$ cat config.mk
export PLATFORM = sky130hd
export DESIGN_NAME = task_dispatcher
export DESIGN_NICKNAME = d
export VERILOG_FILES = /design/src/rtl/task_dispatcher.sv
export SDC_FILE = /design/constraint.sdc
export NUM_CORES = 1
export LEC_CHECK = 0
export ABC_AREA = 1
export CORE_MARGIN = 3
export CORE_UTILIZATION = 43
export DETAILED_ROUTE_END_ITERATION = 12
export PLACE_DENSITY = 0.77
export RECOVER_POWER = 50
export REMOVE_ABC_BUFFERS = 1
export SYNTH_ARGS = -nofsm -noshare
export SYNTH_HDL_FRONTEND = slang
export SYNTH_SLANG_ARGS = --single-unit
$ cat constraint.sdc
create_clock -name clock -period 2.6 [get_ports clock]
set_clock_uncertainty 0.1 [all_clocks]
set_input_delay 0.52 -clock clock [delete_from_list [all_inputs] [get_ports clock]]
set_output_delay 0.52 -clock clock [all_outputs]
set_load 0.02 [all_outputs]
$ cat src/rtl/task_dispatcher.sv
// Pops task words from an upstream FIFO into a 2-entry stage and hands each one
// to an idle worker, picking among idle workers in round-robin order.
module task_dispatcher #(
    parameter int unsigned WIDTH       = 40,
    parameter int unsigned NUM_WORKERS = 4
) (
    input  logic                   clock,
    input  logic                   reset,
    input  logic [3:0]             fifo_count,
    output logic                   fifo_ren,
    input  logic [WIDTH-1:0]       fifo_rdata,
    input  logic [NUM_WORKERS-1:0] worker_idle,
    output logic [NUM_WORKERS-1:0] worker_start,
    output logic [WIDTH-1:0]       worker_data,
    output logic [15:0]            dispatch_count
);

    localparam int unsigned PTR_W = (NUM_WORKERS > 1) ? $clog2(NUM_WORKERS) : 1;
    localparam int unsigned CNT_W = 16;

    logic [WIDTH-1:0]       stage_q [2];
    logic [WIDTH-1:0]       stage_d [2];
    logic [1:0]             occ_q, occ_d, occ_rem;
    logic                   inflight_q, inflight_d;
    logic [PTR_W-1:0]       ptr_q, ptr_d, grant;
    logic [NUM_WORKERS-1:0] worker_start_q, worker_start_d, eligible;
    logic [WIDTH-1:0]       worker_data_q, worker_data_d;
    logic [CNT_W-1:0]       dispatch_count_q, dispatch_count_d;
    logic                   found, dispatch;
    int unsigned            idx;

    // Only pop when the count excludes any outstanding pop and the stage has a slot for the word.
    assign fifo_ren = !reset
                      && (fifo_count > {3'b000, inflight_q})
                      && ((occ_q + {1'b0, inflight_q}) < 2'd2);

    // Round-robin search upward from ptr over workers that are idle and not just started.
    always_comb begin
        eligible = worker_idle & ~worker_start_q;
        found    = 1'b0;
        grant    = '0;
        idx      = 0;
        for (int unsigned i = 0; i < NUM_WORKERS; i++) begin
            idx = 32'(ptr_q) + i;
            if (idx >= NUM_WORKERS) begin
                idx = idx - NUM_WORKERS;
            end
            if (!found && eligible[PTR_W'(idx)]) begin
                found = 1'b1;
                grant = PTR_W'(idx);
            end
        end
    end

    // Stage pop/capture, grant registration and pointer advance.
    always_comb begin
        dispatch         = (occ_q != 2'd0) && found;
        stage_d[0]       = stage_q[0];
        stage_d[1]       = stage_q[1];
        occ_rem          = occ_q;
        worker_start_d   = '0;
        worker_data_d    = worker_data_q;
        ptr_d            = ptr_q;
        dispatch_count_d = dispatch_count_q;
        inflight_d       = fifo_ren;

        if (dispatch) begin
            stage_d[0]       = stage_q[1];
            occ_rem          = occ_q - 2'd1;
            worker_start_d   = NUM_WORKERS'(1) << grant;
            worker_data_d    = stage_q[0];
            ptr_d            = (grant == PTR_W'(NUM_WORKERS - 1)) ? '0 : grant + PTR_W'(1);
            dispatch_count_d = dispatch_count_q + CNT_W'(1);
        end

        // The returning word lands behind whatever remains, keeping strict order.
        if (inflight_q) begin
            if (occ_rem == 2'd0) begin
                stage_d[0] = fifo_rdata;
            end else begin
                stage_d[1] = fifo_rdata;
            end
        end
        occ_d = occ_rem + {1'b0, inflight_q};
    end

    always_ff @(posedge clock) begin
        if (reset) begin
            stage_q[0]       <= '0;
            stage_q[1]       <= '0;
            occ_q            <= '0;
            inflight_q       <= 1'b0;
            ptr_q            <= '0;
            worker_start_q   <= '0;
            worker_data_q    <= '0;
            dispatch_count_q <= '0;
        end else begin
            stage_q[0]       <= stage_d[0];
            stage_q[1]       <= stage_d[1];
            occ_q            <= occ_d;
            inflight_q       <= inflight_d;
            ptr_q            <= ptr_d;
            worker_start_q   <= worker_start_d;
            worker_data_q    <= worker_data_d;
            dispatch_count_q <= dispatch_count_d;
        end
    end

    assign worker_start   = worker_start_q;
    assign worker_data    = worker_data_q;
    assign dispatch_count = dispatch_count_q;

endmodule

==> run_results.csv, run 1 <==
group,metric,value,unit
placed_design,pre_cts_ws,-0.278,ns
global_routing,antenna_found_initial,0,
synth,ys_seq_area_frac,0.433,
routing,first_iter_violations,321,
floorplan,rows,45,
synth,syn-cell-area,0.00671,mm^2
synth,netlist_instances,1039,
pwr,finalPower,11400,uW
routing,routed_wl,14.9,mm
floorplan,coreArea,0.0153,mm^2
global_routing,grt_pass1_wl,25.7,mm
floorplan,start_util,0.440,
finish,final_cell_area,0.00867,mm^2
placed_design,gp_congestion,0.842,
global_routing,grt_pass1_vias,5669,
global_routing,grt_busiest_layer,"met2",
floorplan,die_w,131,um
global_routing,grt_usage,0.183,
routing,via_per_inst,4.70,
sta,tns,0,ns
synth,yosys_register_bits,145,
synth,yosysWarnings,0,
global_routing,grt_overflow,0,
sta,setup_viol,0,
pwr,power.density,1320,mW/mm^2
floorplan,pin_count,111,
floorplan,dieArea,0.0171,mm^2
clock_tree,clock-sinks,145,
routing,ant_nets,0,
pwr,max-vdd-ir-drop,0.663,mV
finish,drive_gt1_frac,0.0569,
floorplan,fp.dieH,131,um
clock_tree,cts_tree,"yes",
finish,area_growth,29.3,%
routing,drc_errors,0,
routing,wl_per_cell,11.0,um
sta,fin_crit,2.45,ns
routing,dr.pass1.iters,4,
clock_tree,htreeDepth,4,
global_routing,grt_use_met1,0.242,
global_routing,grt_use_met3,0.0443,
routing,via_count,6358,
synth,ys_types,30,
clock_tree,worstSkewPairLatency,0.42,ns
flow_run,cap_violations,0,
clock_tree,clk_pin_slew,0.06,ns
global_routing,grt_util_met2,0.292,
clock_tree,cts_setup_buffers,0,
critical_path,cp-start-kind,"input port",
critical_path,crit_required,1.98,ns
placed_design,portBuffers,110,
clock_tree,cts_made_buffers,17,
placed_design,placed_area,0.00806,mm^2
critical_path,cp-end-kind,"output pin",
clock_tree,clockBufferDepth,2,
sta,worst_slack,0.145,ns
status,status,"finished clean",
clock_tree,hold_buffers,0,
clock_tree,clockRootBuffer,"clkbuf_16",
pwr,p_leak,0.00421,uW
placed_design,dp_hpwl,9.35,mm
sta,tightest_slew,0.876,ns
synth,syn_avg_cell_area,6.46,um^2
sta,fmax,407,MHz
critical_path,critPathKind,"in2out",
critical_path,worstPathArrival,1.83,ns
finish,antenna_cells,0,
finish,nNetsFinal,1185,
sta,final-hold-violation-count,0,
sta,slew_violations,0,
sta,slew_headroom,0.416,
worst_hold_path,hp-class,"reg2reg",
global_routing,grt_max_degree,97,
sta,final.period_utilization,0.944,
sta,rsz0062_at_grt,"false",
critical_path,worstPathMaxFanout,2,
==> report_power, final <==
group | switching [uW] | internal, uW | total [uW]
logic | 3230 | 2010 | 5250
registers | 462 | 3160 | 3620
clock network | 941 | 1630 | 2570
==> repair_timing <==
action | CTS | global route
endpoints found under the setup margin | 1 | 22
resized for setup | 5 | 2
hold endpoints to repair | 0 | 0
cloned | 0 | 0
==> worst max-delay path: stages <==
cell,delay [ns]
clkdlybuf4s50_1,0.46
inv_1,0.04
ha_1,0.28
nor2_1,0.14
nor4_2,0.06
a211oi_1,0.15
buf_2,0.19
==> sequential cells by signal, indices dropped and copies added (netlist names) <==
name,count
worker_start,4
inflight_q,1
worker_data,40
stage_q,80
occ_q,2
dispatch_count,16
ptr_q,2
==> cell usage after synthesis, drive strengths merged <==
cell type / instances / share of area
a211oi: 2 / 0.0022
a21oi: 58 / 0.043
and2: 1 / 0.00093
buf: 38 / 0.029
clkbuf: 23 / 0.013
dfxtp: 145 / 0.43
ha: 5 / 0.0093
inv: 108 / 0.061
nand2: 300 / 0.17
nand3: 67 / 0.052
nand3b: 2 / 0.0022
nand4: 4 / 0.0060
nor2: 217 / 0.12
nor3: 7 / 0.0052
nor4: 3 / 0.0028
o211ai: 1 / 0.0011
o21ai: 49 / 0.037
or2: 1 / 0.00093
xnor2: 6 / 0.0078
xor2: 2 / 0.0026
==> area by class of cell <==
type / instances / area (um^2)
clock inverters: 13 / 185
fillers: 1482 / 6590
repair buffers: 133 / 1340
well taps: 211 / 264
flip-flops and latches: 145 / 2910
multi-input cells: 725 / 3120
inverters: 108 / 410
clock buffers: 19 / 443
==> cell families after synthesis <==
group	share of synthesized area
xor+xnor	0.0104
flops	0.433
compound gates	0.0832
fa+ha+maj	0.00932
simple gates	0.362
buf+inv	0.103
==> layout by cell type, fill, tap and decap left out, drive strengths merged, types with 2 or more instances in the layout <==
cell type,instances
nand4,4
nor3,7
nand3,67
dlygate4sd3,60
xor2,2
bufinv,4
a211oi,2
xnor2,6
buf,18
nor2,217
dfxtp,145
nor4,3
nand2,300
inv,107
clkinvlp,3
clkdlybuf4s50,49
nand3b,2
clkinv,7
clkbuf,25
o21ai,49
ha,5
a21oi,58
==> per-layer routing <==
layer,vias to the layer above,share of wire
met5,-,0
met4,0,0.013
met3,14,0.055
met2,131,0.46
met1,2833,0.48
li1,3380,-
==> final timing paths <==
| path | start | endpoint | slack [ns] | depth (start not counted) |
|---|---|---|---|---|
| worst min register to register | worker_data[21]$_SDFFE_PP0N_ | worker_data[21]$_SDFFE_PP0N_ | 0.38 | 2 |
| worst max register to register | ptr_q[0]$_SDFFE_PP0N_ | worker_data[2]$_SDFFE_PP0N_ | 0.35 | 11 |
| worst min-delay path | worker_data[21]$_SDFFE_PP0N_ | worker_data[21]$_SDFFE_PP0N_ | 0.38 | 2 |
| worst max-delay path | fifo_count[0] | fifo_ren | 0.15 | 7 |
==> metrics by stage <==
step,utilization,hold WS [ns],std cells
floorplan,-,0.352,978
global placement,0.528,0.361,1322
detailed placement,0.528,0.368,1322
CTS,0.570,0.385,1354
global route,0.568,0.395,1354
finish,0.568,0.376,1354
(Power assumes the default switching activity.)
==> run 2, diff against run 1 <==
CORE_MARGIN = unset   (was 3)
==> run 2 against run 1 <==
Compared with the run above: fmax grew 0.70%; utilization grew 0.24 points; wire length shrank 0.32%; global-route usage grew 1.1 points; register-to-register slack lost 0.12 ns; clock power grew 2%; non-clock buffer count grew 2; setup slack gained 0.017 ns; sequential power is essentially flat; via count grew 0.72%.
==> run_results.csv, run 2 (synthesis gave the netlist of run 1 again) <==
group,metric,value,unit
status,status,"finished clean",
clock_tree,clk_pin_slew,0.06,ns
finish,regMostFlops,"stage_q",
critical_path,worstPathArrival,1.82,ns
flow_run,cap_violations,0,
sta,tightest_slew,0.881,ns
placed_design,dp_hpwl,9.19,mm
sta,slew_violations,0,
clock_tree,worstSkewPairLatency,0.42,ns
clock_tree,clock-sinks,145,
finish,layout_commonest_cell,"nand2_1",
routing,via_count,6404,
routing,wl_met2,7.04,mm
global_routing,grt_pass1_vias,5851,
clock_tree,clockRootBuffer,"clkbuf_16",
clock_tree,cts_made_buffers,17,
placed_design,dp_cells,1301,
critical_path,worstPathMaxFanout,2,
sta,tns,0,ns
finish,drive_gt1_frac,0.0559,
critical_path,cp-end-kind,"output pin",
floorplan,dieArea,0.0161,mm^2
routing,wl_per_cell,11.2,um
sta,rsz0062_at_grt,"false",
finish,area_growth,29.3,%
finish,multi_input_area,0.00312,mm^2
routing,m1WireLength,6.89,mm
routing,routed_wl,14.9,mm
sta,whs,0.372,ns
finish,final.fill_count,1445,
global_routing,grt_max_degree,93,
floorplan,fp.dieH,127,um
placed_design,gp_congestion,0.855,
sta,final-hold-violation-count,0,
global_routing,grt_pass1_wl,25.6,mm
finish,seq_area,0.00291,mm^2
pwr,finalPower,11600,uW
pwr,max-vdd-ir-drop,0.641,mV
pwr,power.density,1330,mW/mm^2
global_routing,grt_overflow,0,
floorplan,rows,45,
routing,first_iter_violations,328,
clock_tree,htreeDepth,4,
routing,dr.pass1.iters,4,
critical_path,cp-start-kind,"input port",
finish,antenna_cells,0,
critical_path,crit_required,1.98,ns
sta,fin_crit,2.44,ns
critical_path,crit_slowest_cell,"clkdlybuf4s50_1",
sta,fmax,410,MHz
placed_design,portBuffers,110,
worst_hold_path,hp-class,"reg2reg",
clock_tree,clockBufferDepth,2,
floorplan,pin_count,111,
clock_tree,hold_buffers,0,
sta,slew_headroom,0.413,
clock_tree,cts_setup_buffers,0,
routing,via_per_inst,4.80,
sta,worst_slack,0.162,ns
critical_path,critPathKind,"in2out",
routing,ant_nets,0,
floorplan,coreArea,0.0152,mm^2
routing,top_layer_used,"met4",
finish,largest_reg_flops,80,
critical_path,crit_chain,"clkdlybuf4s50_1 -> inv_1 -> ha_1 -> nor2_1 -> nor4_1 -> a211oi_1 -> buf_2",
routing,wl_met3,747,um
clock_tree,cts_tree,"yes",
floorplan,die_w,127,um
placed_design,pre_cts_ws,-0.306,ns
global_routing,grt_usage,0.194,
finish,nNetsFinal,1187,
sta,final.period_utilization,0.938,
finish,final_cell_mix,"nand2_1, nor2_1, dfxtp_1",
pwr,p_leak,0.00423,uW
global_routing,antenna_found_initial,0,
sta,setup_viol,0,
critical_path,critPathMaxStageDelay,0.46,ns
routing,drc_errors,0,
finish,final_cells,1333,
floorplan,start_util,0.441,
[run 2: critical path: cells and delay by family]
family | cells | cell delay, ns
AO/OA/AOI/OAI | 1 | 0.07
adder cells (fa/ha/maj) | 1 | 0.27
buffers and inverters | 3 | 0.67
AND/OR/NAND/NOR | 2 | 0.28
[run 2: layer usage]
layer / track usage / vias to the layer above
met5: 0 / -
met1: 0.226 / 2880
li1: - / 3378
met2: 0.343 / 131
met3: 0.0485 / 15
met4: 0.0735 / 0
[run 2: path summary, 6_finish.rpt]
check | startpoint | end | slack, ns | cells after the start
worst min register to register | worker_data[25]$_SDFFE_PP0N_ | worker_data[25]$_SDFFE_PP0N_ | 0.37 | 2
worst max register to register | ptr_q[0]$_SDFFE_PP0N_ | occ_q[1]$_SDFF_PP0_ | 0.23 | 13
worst min-delay path | worker_data[25]$_SDFFE_PP0N_ | worker_data[25]$_SDFFE_PP0N_ | 0.37 | 2
worst max-delay path | fifo_count[0] | fifo_ren | 0.16 | 7
[run 2: stage by stage]
step / util / area (um^2)
after floorplan: - / 6430
after global placement: 0.530 / 8060
after detailed placement: 0.530 / 8060
after CTS: 0.573 / 8710
after global routing: 0.571 / 8680
final: 0.571 / 8680
[run 2: where the power goes]
part / total [uW] / switching, uW / internal, uW
logic: 5320 / 3250 / 2070
registers: 3630 / 468 / 3160
clock network: 2620 / 918 / 1700
[run 2: final cells by class]
cell class	count	share of cell area
multi-input cells	725	0.359
flip-flops and latches	145	0.335
repair buffers	135	0.158
clock buffers	23	0.0562
inverters	108	0.0473
well taps	188	0.0271
clock inverters	9	0.0176
[run 2: timing repair]
item | CTS | global route
setup endpoints to repair | 1 | 1
resized for setup | 5 | 1
pin swaps | 0 | 0
hold endpoints to repair | 0 | 0
